[config.mk]
export PLATFORM = sky130hd
export DESIGN_NAME = parser_msg_arb
export DESIGN_NICKNAME = d
export VERILOG_FILES = /design/src/rtl/parser_pkg.sv /design/src/rtl/parser_msg_arb_rr_arbiter.sv /design/src/rtl/parser_msg_arb.sv
export SDC_FILE = /design/constraint.sdc
export NUM_CORES = 1
export LEC_CHECK = 0
export BUFFER_PORTS_ARGS = -buffer_cell sky130_fd_sc_hd__buf_2
export CAP_MARGIN = 5
export CORE_MARGIN = 1.5
export CORE_UTILIZATION = 47
export DETAILED_ROUTE_END_ITERATION = 16
export HOLD_SLACK_MARGIN = 0.05
export PLACE_DENSITY_LB_ADDON = 0.3
export SYNTH_ARGS = -nofsm -noshare
export SYNTH_HDL_FRONTEND = slang
export SYNTH_SLANG_ARGS = --single-unit
[constraint.sdc]
create_clock -name clk -period 5.5 [get_ports clk]
set_clock_uncertainty 0.2 [all_clocks]
set_input_delay 0.55 -clock clk [delete_from_list [all_inputs] [get_ports clk]]
set_output_delay 0.55 -clock clk [all_outputs]
set_load 0.01 [all_outputs]
[src/rtl/parser_pkg.sv]
// Shared definitions for the order-message parser front end: message type
// codes, default payload size and statistics counter width.
package parser_pkg;

    localparam logic [1:0] MSG_ADD    = 2'b00;
    localparam logic [1:0] MSG_CANCEL = 2'b01;
    localparam logic [1:0] MSG_EXEC   = 2'b10;
    localparam logic [1:0] MSG_RSVD   = 2'b11;

    localparam int PAYLOAD_LEN_DEFAULT = 4;
    localparam int CNT_W               = 16;

endpackage : parser_pkg

[src/rtl/parser_msg_arb_rr_arbiter.sv]
// Combinational round-robin arbiter: grants the first requester found when
// scanning upward from ptr, wrapping modulo N.
module rr_arbiter #(
    parameter int N     = 4,
    parameter int SRC_W = $clog2(N)
) (
    input  logic [N-1:0]     req,
    input  logic [SRC_W-1:0] ptr,
    input  logic             en,
    output logic [N-1:0]     gnt,
    output logic [SRC_W-1:0] gnt_idx
);

    logic             found;
    logic [SRC_W:0]   cand;

    // Candidate index is ptr+i folded back into 0..N-1, so N need not be a power of two.
    always_comb begin
        gnt     = '0;
        gnt_idx = '0;
        found   = 1'b0;
        cand    = '0;
        for (int i = 0; i < N; i++) begin
            cand = {1'b0, ptr} + (SRC_W+1)'(i);
            if (cand >= (SRC_W+1)'(N)) begin
                cand = cand - (SRC_W+1)'(N);
            end
            if (en && !found && req[cand[SRC_W-1:0]]) begin
                found                 = 1'b1;
                gnt[cand[SRC_W-1:0]] = 1'b1;
                gnt_idx               = cand[SRC_W-1:0];
            end
        end
    end

endmodule : rr_arbiter

[src/rtl/parser_msg_arb.sv]
// Round-robin front end for the order-message parser: picks one feed handler
// per cycle, registers its message, drops reserved types and keeps statistics.
module parser_msg_arb
    import parser_pkg::*;
#(
    parameter int N_SRC       = 4,
    parameter int PAYLOAD_LEN = PAYLOAD_LEN_DEFAULT,
    parameter int SRC_W       = $clog2(N_SRC)
) (
    input  logic                           clk,
    input  logic                           rst,
    input  logic [N_SRC-1:0]               src_valid,
    output logic [N_SRC-1:0]               src_ready,
    input  logic [2*N_SRC-1:0]             src_type,
    input  logic [N_SRC*PAYLOAD_LEN*8-1:0] src_payload,
    input  logic                           pause,
    output logic                           msg_valid,
    output logic [1:0]                     msg_type,
    output logic [PAYLOAD_LEN*8-1:0]       msg_payload,
    output logic [SRC_W-1:0]               msg_src,
    output logic [CNT_W-1:0]               fwd_cnt,
    output logic [CNT_W-1:0]               drop_cnt
);

    localparam int PL_W = PAYLOAD_LEN * 8;

    logic [SRC_W-1:0]  rr_ptr_q, rr_ptr_d;
    logic              msg_valid_q, msg_valid_d;
    logic [1:0]        msg_type_q, msg_type_d;
    logic [PL_W-1:0]   msg_payload_q, msg_payload_d;
    logic [SRC_W-1:0]  msg_src_q, msg_src_d;
    logic [CNT_W-1:0]  fwd_cnt_q, fwd_cnt_d;
    logic [CNT_W-1:0]  drop_cnt_q, drop_cnt_d;

    logic [N_SRC-1:0]  gnt;
    logic [SRC_W-1:0]  gnt_idx;
    logic              arb_en;
    logic              gnt_any;
    logic [1:0]        gnt_type;
    logic [PL_W-1:0]   gnt_payload;
    logic              gnt_rsvd;

    // Ready is forced low during reset so a handshake racing reset is never seen as accepted.
    assign arb_en = !pause && !rst;

    rr_arbiter #(
        .N     (N_SRC),
        .SRC_W (SRC_W)
    ) u_rr_arbiter (
        .req     (src_valid),
        .ptr     (rr_ptr_q),
        .en      (arb_en),
        .gnt     (gnt),
        .gnt_idx (gnt_idx)
    );

    assign src_ready   = gnt;
    assign gnt_any     = |gnt;
    assign gnt_type    = src_type[2*int'(gnt_idx) +: 2];
    assign gnt_payload = src_payload[int'(gnt_idx)*PL_W +: PL_W];
    assign gnt_rsvd    = (gnt_type == MSG_RSVD);

    always_comb begin
        rr_ptr_d      = rr_ptr_q;
        msg_valid_d   = 1'b0;
        msg_type_d    = msg_type_q;
        msg_payload_d = msg_payload_q;
        msg_src_d     = msg_src_q;
        fwd_cnt_d     = fwd_cnt_q;
        drop_cnt_d    = drop_cnt_q;
        if (gnt_any) begin
            rr_ptr_d = (gnt_idx == SRC_W'(N_SRC-1)) ? '0 : gnt_idx + 1'b1;
            // Reserved messages are consumed so the source never stalls, but never forwarded.
            if (gnt_rsvd) begin
                if (drop_cnt_q != '1) begin
                    drop_cnt_d = drop_cnt_q + 1'b1;
                end
            end else begin
                msg_valid_d   = 1'b1;
                msg_type_d    = gnt_type;
                msg_payload_d = gnt_payload;
                msg_src_d     = gnt_idx;
                fwd_cnt_d     = fwd_cnt_q + 1'b1;
            end
        end
    end

    always_ff @(posedge clk or posedge rst) begin
        if (rst) begin
            rr_ptr_q      <= '0;
            msg_valid_q   <= 1'b0;
            msg_type_q    <= '0;
            msg_payload_q <= '0;
            msg_src_q     <= '0;
            fwd_cnt_q     <= '0;
            drop_cnt_q    <= '0;
        end else begin
            rr_ptr_q      <= rr_ptr_d;
            msg_valid_q   <= msg_valid_d;
            msg_type_q    <= msg_type_d;
            msg_payload_q <= msg_payload_d;
            msg_src_q     <= msg_src_d;
            fwd_cnt_q     <= fwd_cnt_d;
            drop_cnt_q    <= drop_cnt_d;
        end
    end

    assign msg_valid   = msg_valid_q;
    assign msg_type    = msg_type_q;
    assign msg_payload = msg_payload_q;
    assign msg_src     = msg_src_q;
    assign fwd_cnt     = fwd_cnt_q;
    assign drop_cnt    = drop_cnt_q;

endmodule : parser_msg_arb
==> out/metrics.cfg, run 1 <==
[critical_path]
cp.arrival_ps=4900
startpoint=rr_ptr_q[0]
cp_data_required_time_ps=5550
critPathMaxFanout=47
r2r_cells=10
crit_path_end_kind=flop
timing.rr.start=rr_ptr_q[0]
start_kind=flop
crit_type=reg2reg

[logic_synthesis]
synthesis.nets=738
async_flop_share_pct=100
synth_fa_ha_area_share_pct=3.08
synth_top_family_by_area=simple AND/OR/NAND/NOR gates
netlist-cell-type-count=39
synth.yosys.seq_area_share_pct=39.8
yosys_register_bits=71
synth_warnings=0
synth-xor-area-share_pct=5.88
synth_flop_cell=dfrtp_1
synthCells=584
synthMuxAreaShare_pct=4.40
yosys.area_share.simple_pct=31.4
synth_area_per_cell_sq_um=7.65
synth-edff-count=0
netlist_area_sq_mm=0.00447
synth_compound_area_share_pct=10.6

[power_and_ir_drop]
ir_worst_vdd_mv=0.199
p_total_mw=2.37
leakage_nw=3.21
powerDensity_mw_per_mm2=408

[clocking]
cts_buffers=9
clk_latency_ps=330
cts_resized=0
cts.sink_count=71
cts_setup_buffers=0
cts_root_buffer=clkbuf_8
clockBufferDepth=2
cts_hold_buf=0
cts_tree=done
clkTransAtPathRegs_ps=80
h-tree-depth=3

[outcome]
status=finished clean

[job]
maxCapViolCount=0

[sta]
post-route-period-util_pct=88.2
clock.fmax_ghz=0.206
rsz0062_at_grt=false
drv_slew=0
worst_pin_slew_ps=973
finalHoldViolations=0
final_period_minus_worst_setup_slack_ps=4850
slew_headroom_pct=33.5
setup_violations=0
setup-tns-final_ps=0

[routing]
drtIter0Drc=146
drc=0
antenna_left=0
wire_per_inst_um=13.5
drtPass1Iterations=4
finalWirelength_mm=12.3
num_vias=4579
via_per_inst=5.03

[global_route]
grt_pass1_wl_mm=19.5
grt-ovfl-total=0
grt_usage_pct=24.2
grt_max_degree=72
grt_pass1_vias=4262
grt_antenna_before_repair=1

[die]
coreArea_sq_mm=0.00924
fp.dieArea_sq_mm=0.0101
fp.dieH_um=100
ioPinCount=216
row_count=35
die_width_um=100
start_util_pct=48.3

[placement]
routabilityCongestion=0.939
dp_hpwl_mm=9.32
io_buffers=215

[layout]
final_common_cell=buf_2
layout-drive-gt1-share_pct=33.3
final_cell_mix=buf_2, nand2_1, dfrtp_1, o21ai_0, nand3_1
fin_nets=930
syn_to_final_growth_pct=30.0
antennaDiodeCount=0

[hold_path]
min_path_type=in2async

## Yosys cell counts (all sizes together), types with 6 or more instances
cell    instances  area share, %
buf            15            1.6
clkbuf         24            2.0
dfrtp          71             40
ha             11            3.1
inv            15            1.3
nand2         211             18
nand3          47            5.3
nand4           6           0.84
nor2           19            1.6
nor2b           6           0.90
nor3           13            2.0
nor4            7            1.3
o21ai          67            7.5
xnor2          11            2.2
xor2           19            3.7
## final timing paths
check / endpoint / slack [ps]
hold reg to reg: drop_cnt[10] / 280
setup / recovery: fwd_cnt[15] / 650
hold / removal: msg_payload[23] / 280
min in group clk: drop_cnt[10] / 280
setup reg to reg: fwd_cnt[15] / 650
max in group asynchronous: msg_payload[3] / 4220
## worst max-delay path: stages (launching register included)
cell     delay, ps
dfrtp_1        640
inv_1          250
ha_1           570
mux4_2         550
nor2b_2        190
a21oi_1        120
o31a_2         450
mux4_2         590
a21o_2         510
nor4_1         490
xor2_1         200
## state kept, by name, summed over array words and instances (netlist names)
signal,cells
msg_type,2
msg_src,2
fwd_cnt,16
msg_payload,32
rr_ptr_q,2
drop_cnt,16
msg_valid,1
## per-stage QoR
stage	utilization (%)	area (sq um)	instances	setup slack, ps	hold WS, ps
2_1_floorplan	-	4470	584	1550	304
3_3_place_gp	60.6	5600	894	849	258
3_5_place_dp	60.6	5600	894	625	267
4_1_cts	62.8	5800	910	617	280
5_1_grt	62.8	5800	910	314	309
6_report	62.8	5800	910	650	277
## power by group
part	internal [mW]	switching [mW]	leakage (nW)
Combinational	0.441	0.664	2.21
Sequential	0.692	0.137	0.892
Clock	0.246	0.186	0.109
Total	1.38	0.987	3.21
## final cells by class
cell class	count	area, sq um
fill	858	3440
multi-input combinational	459	2490
sequential	71	1780
timing repair buffer	220	1110
clock buffer	13	169
tap	129	161
inverter	15	56.3
clock inverter	3	40.0
## per-layer routing
| metal | routed length [um] | up-vias | part of all wire (%) | GRT usage [%] |
|---|---|---|---|---|
| li1 | - | 2318 | - | - |
| met1 | 5230 | 2069 | 42 | 30.8 |
| met2 | 5970 | 170 | 48 | 40.9 |
| met3 | 805 | 22 | 6.5 | 4.58 |
| met4 | 324 | 0 | 2.6 | 9.32 |
| met5 | 0 | - | 0 | 0 |
## logic make-up after synthesis
family | count (synthesis)
AOI/OAI and AO/OA | 85
xor gates and xnor gates | 30
adders and majority gates | 11
buffers and inverters | 54
DFF | 71
muxes | 13
and+or+nand+nor | 320
Power figures use the tool's default switching activity.
==> run 2, diff against run 1 <==
--- a/config.mk
+++ b/config.mk
@@ -11,7 +11,7 @@
 export CORE_UTILIZATION = 47
 export DETAILED_ROUTE_END_ITERATION = 16
 export HOLD_SLACK_MARGIN = 0.05
-export PLACE_DENSITY_LB_ADDON = 0.3
+export PLACE_DENSITY = 0.81
 export SYNTH_ARGS = -nofsm -noshare
 export SYNTH_HDL_FRONTEND = slang
 export SYNTH_SLANG_ARGS = --single-unit
==> run 2 against run 1 <==
Hold slack got worse by 14 ps. Via count rose by 3.2%. Setup slack improved by 340 ps. Highest routed layer unchanged. Critical path depth rose by 1. Critical endpoint is now msg_payload[26]. Largest cell class unchanged. Die area did not move. Final area barely moved. Routed wire length rose by 2.6%. Global-route usage rose by 0.89 points. Count of clock-buffer cells in the layout fell by 4.
==> out/metrics.cfg, run 2 (synthesized netlist as in run 1, its figures left out) <==
[outcome]
status=finished clean

[placement]
routabilityCongestion=0.885  ; -5.7%
place_area_sq_mm=0.00560  ; +0.13%
dp_hpwl_mm=9.58  ; +2.9%
io_buffers=215  ; unchanged
post-place-cells=895  ; +0.11%

[job]
maxCapViolCount=0  ; unchanged

[layout]
multi_input_comb_area_sq_mm=0.00249  ; unchanged
finalNonFillerCells=911  ; +0.11%
antennaDiodeCount=0  ; unchanged
layout-drive-gt1-share_pct=33.5  ; +0.21 points
seq_area_sq_mm=0.00178  ; unchanged
fin_area_sq_mm=0.00581  ; about the same
final_core_util_pct=62.9  ; about the same
largest_reg_flops=32  ; unchanged
final_common_cell=buf_2
fill_cells=841  ; -2.0%
fin_nets=931  ; +0.11%
syn_to_final_growth_pct=30.1  ; about the same
final_cell_mix=buf_2, nand2_1, dfrtp_1, o21ai_0, nand3_1

[clocking]
clockBufferDepth=2  ; unchanged
cts_resized=0  ; unchanged
clk_latency_ps=350  ; +20 ps
cts_root_buffer=clkbuf_8
cts_tree=done
cts_hold_buf=0  ; unchanged
cts_setup_buffers=0  ; unchanged
h-tree-depth=3  ; unchanged
cts_buffers=9  ; unchanged
cts.sink_count=71  ; unchanged
clkTransAtPathRegs_ps=80  ; about the same

[die]
fp.dieArea_sq_mm=0.0101  ; unchanged
row_count=35  ; unchanged
start_util_pct=48.3  ; unchanged
ioPinCount=216  ; unchanged
coreArea_sq_mm=0.00924  ; unchanged
die_width_um=100  ; unchanged
fp.dieH_um=100  ; unchanged

[global_route]
grt_antenna_before_repair=0  ; -1
grt_max_degree=72  ; unchanged
grt-ovfl-total=0  ; unchanged
grt_usage_pct=25.1  ; +0.89 points
grt_pass1_vias=4368  ; +2.5%
grt_pass1_wl_mm=20.1  ; +3.2%

[routing]
drtIter0Drc=236  ; +62%
via_per_inst=5.19  ; +3.1%
finalWirelength_mm=12.6  ; +2.6%
antenna_left=0  ; unchanged
wire_per_inst_um=13.9  ; +2.5%
drc=0  ; unchanged
drtPass1Iterations=5  ; +1
num_vias=4727  ; +3.2%

[critical_path]
start_kind=flop
crit_type=reg2reg
crit_path_end_kind=flop
cp_data_required_time_ps=5510  ; -40 ps
slowest_delay_ps=670  ; +30 ps
path_cells=inv_1, ha_1, mux4_2, nor2b_2, a21oi_1, o31a_2, mux4_2, a21o_2, buf_4, nand2_1, o21ai_0
cp.arrival_ps=4520  ; -380 ps
critPathTopFamily=multiplexers
crit_top_cell=mux4_2
critPathMaxFanout=46  ; -2.1%
cp.buffers_inverters=2  ; +1
slowest_stage=dfrtp_1

[sta]
drv_slew=0  ; unchanged
rsz0062_at_grt=false
finalHoldViolations=0  ; unchanged
worst_pin_slew_ps=886  ; -86.9 ps
clock.fmax_ghz=0.222  ; +7.5%
post-route-period-util_pct=82.1  ; -6.1 points
final_period_minus_worst_setup_slack_ps=4510  ; -337 ps
setup_violations=0  ; unchanged
setup-tns-final_ps=0  ; unchanged
slew_headroom_pct=40.9  ; +7.5 points

[power_and_ir_drop]
ir_worst_vdd_mv=0.203  ; +1.6%
powerDensity_mw_per_mm2=408  ; +0.13%
leakage_nw=3.21  ; -0.20%

[hold_path]
min_path_type=in2async

run 2: worst paths after layout:
check	from	to	slack, ps	cells past startpoint
max	rr_ptr_q[0]	msg_payload[26]	990	11
min	rst	msg_payload[21]	260	3
max reg2reg	rr_ptr_q[0]	msg_payload[26]	990	11
min reg2reg	fwd_cnt[15]	fwd_cnt[15]	270	1
max in group asynchronous	rst	drop_cnt[2]	4240	3
min in group clk	fwd_cnt[15]	fwd_cnt[15]	270	1
run 2: worst min-delay path: stages:
cell	delay [ps]
buf_2	110
inv_2	40
buf_4	650
run 2: final cells by class:
type                            count  share of cell area (%)
Timing Repair Buffer              221                    19.3
Tap cell                          129                    2.78
Inverter                           15                   0.969
Clock buffer                        9                    2.13
Clock inverter                      7                    1.42
Multi-Input combinational cell    459                    42.8
Sequential cell                    71                    30.6
run 2: power by group:
| group | internal (mW) | switching [mW] | total (mW) |
|---|---|---|---|
| Clock | 0.215 | 0.212 | 0.427 |
| Sequential | 0.692 | 0.143 | 0.835 |
| Combinational | 0.442 | 0.668 | 1.11 |
run 2: per-stage QoR:
step	total power, mW	hold WS [ps]	setup WS [ps]
after floorplan	1.57	304	1550
after global placement	1.90	259	1220
after detailed placement	1.96	261	1010
after CTS	2.39	271	988
after global routing	2.57	307	667
final	2.37	263	987
run 2: metal layers:
layer	vias to the layer above	share of wire, %	global-route usage (%)
met3	19	6.4	4.23
met5	-	0	0
met4	0	1.7	9.53
li1	2325	-	-
met2	204	52	44.6
met1	2179	40	30.4
